[config.mk]
export PLATFORM = sky130hd
export DESIGN_NAME = mouse_tracker
export DESIGN_NICKNAME = d
export VERILOG_FILES = /design/src/rtl/mouse_pkg.sv /design/src/rtl/button_debounce.sv /design/src/rtl/mouse_tracker.sv
export SDC_FILE = /design/constraint.sdc
export NUM_CORES = 1
export LEC_CHECK = 0
export CAP_MARGIN = 30
export CORE_MARGIN = 2
export CORE_UTILIZATION = 60
export DETAILED_ROUTE_END_ITERATION = 10
export PLACE_DENSITY = 0.86
export SLEW_MARGIN = 15
export SYNTH_ARGS = -nofsm -noshare
export SYNTH_HDL_FRONTEND = slang
export SYNTH_SLANG_ARGS = --single-unit
[constraint.sdc]
create_clock -name clock -period 8.75 [get_ports clock]
set_input_delay 1.75 -clock clock [delete_from_list [all_inputs] [get_ports clock]]
set_output_delay 1.75 -clock clock [all_outputs]
set_load 0.005 [all_outputs]
[src/rtl/mouse_pkg.sv]
// mouse_pkg: shared types and widths for the mouse tracker.
//   state_t     - tracker FSM state encoding
//   X_WIDTH     - width of the X position
//   DELTA_WIDTH - width of the signed X movement
package mouse_pkg;

   localparam int unsigned X_WIDTH     = 16;
   localparam int unsigned DELTA_WIDTH = 8;

   typedef enum logic [1:0] {
      ST_INIT  = 2'd0,
      ST_IDLE  = 2'd1,
      ST_APPLY = 2'd2
   } state_t;

endpackage : mouse_pkg

[src/rtl/button_debounce.sv]
// button_debounce: synchronises the raw active-low button and, optionally,
// filters it so a change is accepted only after it has been stable.
// Optional feature macro: MOUSE_TRACKER_DEBOUNCE_EN
//   defined   - output changes after the synchronised button has differed
//               from it for DEBOUNCE_CYCLES consecutive cycles
//   undefined - output is the synchroniser output (2-cycle latency)
// Ports:
//   clock          in   sole clock, rising edge
//   reset_         in   asynchronous active-low reset
//   button_raw_    in   asynchronous raw button, active-low
//   mouse_pressed_ out  conditioned button, active-low
module button_debounce #(
   parameter int unsigned DEBOUNCE_CYCLES = 4
) (
   input  logic clock,
   input  logic reset_,
   input  logic button_raw_,
   output logic mouse_pressed_
);

   logic r_sync1;
   logic r_sync2;

   if (DEBOUNCE_CYCLES < 1) begin : g_bad_cycles
      $error("button_debounce: DEBOUNCE_CYCLES must be at least 1");
   end

   // Two-flop synchroniser; idles released (1) out of reset.
   always_ff @(posedge clock or negedge reset_) begin
      if (!reset_) begin
         r_sync1 <= 1'b1;
         r_sync2 <= 1'b1;
      end else begin
         r_sync1 <= button_raw_;
         r_sync2 <= r_sync1;
      end
   end

`ifdef MOUSE_TRACKER_DEBOUNCE_EN
   localparam int unsigned CNT_W = (DEBOUNCE_CYCLES > 1) ? $clog2(DEBOUNCE_CYCLES) : 1;

   logic [CNT_W-1:0] r_cnt;
   logic             r_pressed;

   // Count consecutive disagreeing cycles; any agreement restarts the count.
   always_ff @(posedge clock or negedge reset_) begin
      if (!reset_) begin
         r_cnt     <= '0;
         r_pressed <= 1'b1;
      end else if (r_sync2 != r_pressed) begin
         if (r_cnt == CNT_W'(DEBOUNCE_CYCLES - 1)) begin
            r_pressed <= r_sync2;
            r_cnt     <= '0;
         end else begin
            r_cnt <= r_cnt + CNT_W'(1);
         end
      end else begin
         r_cnt <= '0;
      end
   end

   assign mouse_pressed_ = r_pressed;
`else
   assign mouse_pressed_ = r_sync2;
`endif

endmodule : button_debounce

[src/rtl/mouse_tracker.sv]
// mouse_tracker: accepts signed X deltas over a valid/ready handshake and
// keeps a clamped X position in [0, X_MAX]; conditions the mouse button.
// Optional feature macro: MOUSE_TRACKER_DEBOUNCE_EN (see button_debounce).
// Ports:
//   clock          in   sole clock, rising edge
//   reset_         in   asynchronous active-low reset
//   delta_valid    in   delta_x is valid
//   delta_ready    out  block can accept delta_x (IDLE only)
//   delta_x        in   signed 8-bit X movement
//   button_raw_    in   asynchronous raw button, active-low
//   mouse_x        out  clamped X position, unsigned
//   mouse_pressed_ out  conditioned button, active-low
//   moved          out  one-cycle pulse when mouse_x changes
module mouse_tracker
   import mouse_pkg::*;
#(
   parameter logic [X_WIDTH-1:0] X_MAX           = 16'd639,
   parameter int unsigned        DEBOUNCE_CYCLES = 4
) (
   input  logic                   clock,
   input  logic                   reset_,
   input  logic                   delta_valid,
   output logic                   delta_ready,
   input  logic [DELTA_WIDTH-1:0] delta_x,
   input  logic                   button_raw_,
   output logic [X_WIDTH-1:0]     mouse_x,
   output logic                   mouse_pressed_,
   output logic                   moved
);

   // One guard bit beyond the 17 needed so X_MAX near 2^16-1 cannot wrap.
   localparam int unsigned SUM_W = X_WIDTH + 2;

   state_t                   r_state;
   state_t                   w_state_nxt;
   logic [DELTA_WIDTH-1:0]   r_delta;
   logic [X_WIDTH-1:0]       r_mouse_x;
   logic                     r_moved;
   logic                     r_delta_ready;

   logic                     w_accept;
   logic signed [SUM_W-1:0]  w_sum;
   logic [X_WIDTH-1:0]       w_clamped;
   logic [X_WIDTH-1:0]       w_mouse_x_nxt;
   logic                     w_moved_nxt;
   logic                     w_ready_nxt;

   assign w_accept = delta_valid & r_delta_ready;

   // State register.
   always_ff @(posedge clock or negedge reset_) begin
      if (!reset_) begin
         r_state <= ST_INIT;
      end else begin
         r_state <= w_state_nxt;
      end
   end

   // Next-state logic.
   always_comb begin
      w_state_nxt = r_state;
      unique case (r_state)
         ST_INIT:  w_state_nxt = ST_IDLE;
         ST_IDLE:  if (w_accept) w_state_nxt = ST_APPLY;
         ST_APPLY: w_state_nxt = ST_IDLE;
         default:  w_state_nxt = ST_INIT;
      endcase
   end

   // Signed sum of zero-extended position and sign-extended delta, then clamp.
   always_comb begin
      w_sum = $signed({2'b00, r_mouse_x})
            + $signed({{(SUM_W - DELTA_WIDTH){r_delta[DELTA_WIDTH-1]}}, r_delta});
      if (w_sum < 0) begin
         w_clamped = '0;
      end else if (w_sum > $signed({2'b00, X_MAX})) begin
         w_clamped = X_MAX;
      end else begin
         w_clamped = w_sum[X_WIDTH-1:0];
      end
   end

   // Output logic: next values of the registered outputs.
   always_comb begin
      w_mouse_x_nxt = r_mouse_x;
      w_moved_nxt   = 1'b0;
      w_ready_nxt   = (w_state_nxt == ST_IDLE);
      if (r_state == ST_APPLY) begin
         w_mouse_x_nxt = w_clamped;
         w_moved_nxt   = (w_clamped != r_mouse_x);
      end
   end

   // Output and captured-delta registers; reset discards a pending delta.
   always_ff @(posedge clock or negedge reset_) begin
      if (!reset_) begin
         r_delta       <= '0;
         r_mouse_x     <= X_MAX >> 1;
         r_moved       <= 1'b0;
         r_delta_ready <= 1'b0;
      end else begin
         if (w_accept) begin
            r_delta <= delta_x;
         end
         r_mouse_x     <= w_mouse_x_nxt;
         r_moved       <= w_moved_nxt;
         r_delta_ready <= w_ready_nxt;
      end
   end

   assign mouse_x     = r_mouse_x;
   assign moved       = r_moved;
   assign delta_ready = r_delta_ready;

   // Button path is fully independent of the delta path.
   button_debounce #(
      .DEBOUNCE_CYCLES (DEBOUNCE_CYCLES)
   ) u_button_debounce (
      .clock          (clock),
      .reset_         (reset_),
      .button_raw_    (button_raw_),
      .mouse_pressed_ (mouse_pressed_)
   );

endmodule : mouse_tracker

### Word level (Yosys, flattened, before mapping)

Index checks and enable logic that the tools add are counted.

| operators by class | value |
|---|---|
| reduce and logical (&&, ||, !) cells | 2 |
| equality and inequality tests | 4 |
| order comparisons | 2 |
| multiplexer cells | 5 |
| add/subtract/negate cells | 1 |
| bitwise logic cells | 1 |

Operators by type and width:

| operator | count |
|---|---|
| 16-bit 2-to-1 mux | 2 |
| 17-bit by 8-bit adder with 18-bit output | 1 |
| 18-bit by 11-bit > comparator with 1-bit output (second input constant) | 1 |
| 18-bit by 1-bit < comparator with 1-bit output (second input constant) | 1 |
| 16-bit != test | 1 |
| 2-bit by 1-bit == test with 1-bit output (second input constant) | 2 |
| 2-bit case mux with 2 select lines | 1 |
| 2-bit == test (second input constant) | 1 |
| 2-bit logical NOT | 1 |
| 2-bit 2-to-1 mux | 1 |
| 2-bit OR reduction | 1 |
| 1-bit AND | 1 |
| 1-bit 2-to-1 mux | 1 |

| word-level totals | value |
|---|---|
| logic and storage cells | 22 |
| output and inout port bits | 19 |
| flip-flop bits (word level) | 30 |

### Logic depth before layout (Yosys ltp)

| depth | value |
|---|---|
| word-level depth | 6 |
| gate-level depth with buffers | 13 |

### Cells and area by module

Synthesis repeated with hierarchy kept, for this count alone.

| unflattened totals | value |
|---|---|
| cells, all modules | 269 |
| area total of the unflattened synthesis | 2428.6 µm² |

Modules (own cells, without submodules):

| module | area an instance (µm²) | instances | cells each |
|---|---|---|---|
| mouse_tracker | 2376.0 | 1 | 267 |
| button_debounce | 52.6 | 1 | 2 |

### Worst setup path before layout

No wires, ideal clock.

| timing | value |
|---|---|
| path kind | reg-to-reg |
| from | register r_mouse_x[0] (netlist: mouse_x[0]) |
| to | register r_moved (netlist: moved) |
| stages on the path, launching flop included | 14 |
| arrival | 3.373 ns |
| setup slack | 5.248 ns |
| library setup time | 0.129 ns |
| data required time | 8.621 ns |
| clock period less this slack | 3.502 ns |
| path through | dfstp_2 -> ha_1 -> inv_1 -> fa_1 -> nand2b_1 -> a21o_1 -> a21oi_1 -> mux2i_1 -> nor3_2 -> and4b_1 -> a31oi_1 -> or2_4 -> o211a_1 -> o41a_1 |

| between the ends | value |
|---|---|
| word-level cells in the longest chain between the ends | 6 |
| elaborated cells between the ends (all ways) | 7 |

Ends and longest elaborated chain:

| item | RTL line | text |
|---|---|---|
| start: declaration | mouse_tracker.sv:37 | `logic [X_WIDTH-1:0] r_mouse_x;` |
| start signal: assignment | mouse_tracker.sv:98 | `r_mouse_x <= X_MAX >> 1;` |
| start signal: assignment | mouse_tracker.sv:105 | `r_mouse_x <= w_mouse_x_nxt;` |
| 17-bit by 8-bit adder with 18-bit output | mouse_tracker.sv:73 | `+ $signed({{(SUM_W - DELTA_WIDTH){r_delta[DELTA_WIDTH-1]}}, r_delta});` |
| 18-bit by 11-bit > comparator with 1-bit output | mouse_tracker.sv:76 | `end else if (w_sum > $signed({2'b00, X_MAX})) begin` |
| 16-bit 2-to-1 mux | mouse_tracker.sv:76 |  |
| 16-bit 2-to-1 mux | mouse_tracker.sv:74 | `if (w_sum < 0) begin` |
| 16-bit != test * | mouse_tracker.sv:90 | `w_moved_nxt = (w_clamped != r_mouse_x);` |
| 1-bit 2-to-1 mux * | mouse_tracker.sv:88 | `if (r_state == ST_APPLY) begin` |
| named net w_moved_nxt | mouse_tracker.sv:45 | `logic w_moved_nxt;` |
| end signal: assignment | mouse_tracker.sv:106 | `r_moved <= w_moved_nxt;` |
| end: declaration | mouse_tracker.sv:38 | `logic r_moved;` |

The timed path passes the listed nets; every way through them passes the cells marked *.
A chain may end at the register's enable or synchronous reset.

### Worst setup path after layout

Ends and elaborated chain as after synthesis.

==> reports/metrics.yaml <==
floorplan:
  ios: 31
  core_area_um2: 3943
  start_util_pct: 61.12
  row_count: 23
  die_h_um: 67.38
  dieArea_um2: 4539
  die_w_um: 67.38
pwr:
  clockPowerShare_pct: 11.3
  p_sw_uw: 518.3
  pwr_density_cell_nw_per_um2: 379.6
  p_comb_share_pct: 65.9
  seq_power_share_pct: 22.8
  swShare_pct: 47.93
  p_int_uw: 563.2
  leakagePower_uw: 0.001208
  vdd_drop_max_mv: 0.2377
synthesis:
  ys_warn_count: 0
  synth_area_leaders: "dfrtp_1, dfstp_2, ha_1"
  yosys.area.top_type: "dfrtp_1"
  synth.area.mux_share_pct: 3.219
  synth_xor_area_share_pct: 6.854
  synthSimpleGateAreaFrac_pct: 20.40
  synthDistinctLibCells: 62
  synth_edf_count: 0
  synth_compound_area_share_pct: 25.29
  ys_ff_latch: 30
  syn-num-nets: 286
  yosysTopAreaCellShare_pct: 21.81
  synthArstFlopShare_pct: 100.0
  synthAdderAreaFrac_pct: 9.657
  yosysSeqAreaShare_pct: 31.62
  synth_area_um2: 2410
  syn-instance-count: 256
  ys.flop_type: "dfrtp_1"
  syn_area_per_cell_um2: 9.413
  synth_top_family_by_area: "compound AO/OA/AOI/OAI gates"
worst_setup_path:
  worstPathCellList: "ha_1 -> inv_1 -> fa_1 -> nand2b_1 -> a21o_1 -> a21oi_1 -> xnor2_2 -> a21boi_1 -> nand4b_4 -> o31ai_1 -> xor2_1 -> o2111ai_1 -> o41a_1"
  cp-end-kind: "register"
  worst_path_dominant_cell_family: "compound AO/OA/AOI/OAI gates"
  critical_path.max_fanout: 8
  crit_path_start_kind: "register"
  max_stage_delay_ns: 0.60
  cp.arrival_ns: 4.05
  r2r_setup_slack_ns: 4.87
  path_class: "register to register"
  worst-path-buf-inv: 1
  cp_slowest_cell: "dfstp_2"
  required_ns: 8.92
cts:
  cts_sinks: 30
  numCtsBuffers: 5
  cts.repair.resized: 0
  postCtsHoldBufs: 0
  cts_tree: "yes"
  cts.reportedPaths.clkPinSlew_ns: 0.08
  cts_max_level: 2
  postCtsSetupBuffers: 0
  clk_latency_ns: 0.29
  cts_max_path_buffers: 2
  root_buffer: "clkbuf_8"
hold_path:
  hp-class: "register to register"
place:
  place.port_buffers: 30
  dp_cells: 333
  dp.final_hpwl_um: 4280
  globalplace.congestion: 0.8853
routing:
  via_per_inst: 6.337
  drtAntennaViolNets: 0
  drtIter0Drc: 195
  vias: 2161
  wl_um: 5761
  drc: 0
  wl_per_cell_um: 16.89
  first_pass_iters: 4
global_routing:
  grt_usage_pct: 27.66
  grt_pass1_vias: 1986
  grt_pass1_wl_um: 9425
  antenna_found_initial: 0
  gr-total-overflow: 0
  grt_max_degree: 31
layout:
  final_util_pct: 72.26
  diodes: 0
  final_nets: 320
  final_common_cell: "clkdlybuf4s50_1"
  syn_to_final_growth_pct: 18.22
  drive_gt1_share_pct: 14.43
  layout_common_cells: "clkdlybuf4s50_1, nand2_1, dfrtp_1"
  final_cells: 341
run:
  maxCapViolations: 0
timing:
  drv_slew: 0
  relSlewSlack_pct: 45.89
  clock_skew_ns: 0.008656
  fin_hold_ws_ns: 0.3517
  finalHoldViolCount: 0
  tightest_slew_ns: 0.8117
  min_period_over_period_pct: 44.35
  setup_tns_ns: 0
  fin_crit_ns: 3.880
  rsz0062_at_grt: "false"
  setup-violations-final: 0
  clock.fmax_mhz: 257.7
status:
  outcome: "finished, final reports clean"
## power by group through the flow
stage / Clock, µW / Sequential, µW / Combinational [µW]
after CTS: 124 / 245 / 704
after global routing: 128 / 254 / 777
after detailed placement: 0 / 248 / 696
after floorplan: 0 / 235 / 538
after global placement: 0 / 245 / 676
final: 122 / 247 / 713
## through the flow
stage	total power, µW	cell area, µm²	setup WS (ns)
finish	1081	2849	4.870
global route	1159	2849	4.586
floorplan	773.9	2410	5.248
detailed placement	944.1	2754	4.917
global placement	921.0	2746	4.956
CTS	1073	2849	4.876
## flip-flops by register name (all words and copies together), names as in the netlist
register	count
delta_ready	1
mouse_x	16
moved	1
r_delta	8
r_state	2
u_button_debounce.mouse_pressed_	1
u_button_debounce.r_sync1	1
## synth_stat cells, drive strengths merged (7+ instances only)
cell type	instances
a21oi	15
and2	8
dfrtp	21
dfstp	9
ha	17
inv	10
nand2	25
nor2	19
o21ai	16
o31ai	7
xnor2	11
xor2	7
## layout make-up
class	count	area (µm²)
multi-input cells	211	1577
fillers	305	1094
flip-flops and latches	30	762.0
repair buffers	32	315.3
clock buffers	6	82.58
well taps	50	62.56
inverters	10	37.54
clock inverters	2	12.51
## routing by layer
metal	vias up	share of wire (%)	global-route usage [%]
met4	0	1.8	10.71
met1	1045	45	36.27
met2	79	47	44.93
li1	1027	-	-
met5	-	0	0
met3	10	5.9	5.500
## logic make-up (layout without fill, tap and decap cells)
kind of cell	Yosys count	count (layout)
buffers and inverters	15	50
adders and majority gates	18	18
DFF	30	30
muxes	7	7
xor gates and xnor gates	18	18
AOI/OAI and AO/OA	80	80
and+or+nand+nor	88	88
## path summary, 6_finish.rpt
path / cells after the start / end / startpoint
worst min-delay path: 0 / u_button_debounce.mouse_pressed_$_DFF_PN1_ / u_button_debounce.r_sync1$_DFF_PN1_
max in group asynchronous: 2 / mouse_x[0]$_DFFE_PN1P_ / reset_
worst min register to register: 0 / u_button_debounce.mouse_pressed_$_DFF_PN1_ / u_button_debounce.r_sync1$_DFF_PN1_
worst max register to register: 13 / moved$_DFF_PN0_ / mouse_x[0]$_DFFE_PN1P_
worst max-delay path: 13 / moved$_DFF_PN0_ / mouse_x[0]$_DFFE_PN1P_
min in group asynchronous: 2 / mouse_x[6]$_DFFE_PN0P_ / reset_
(Power assumes the default switching activity.)
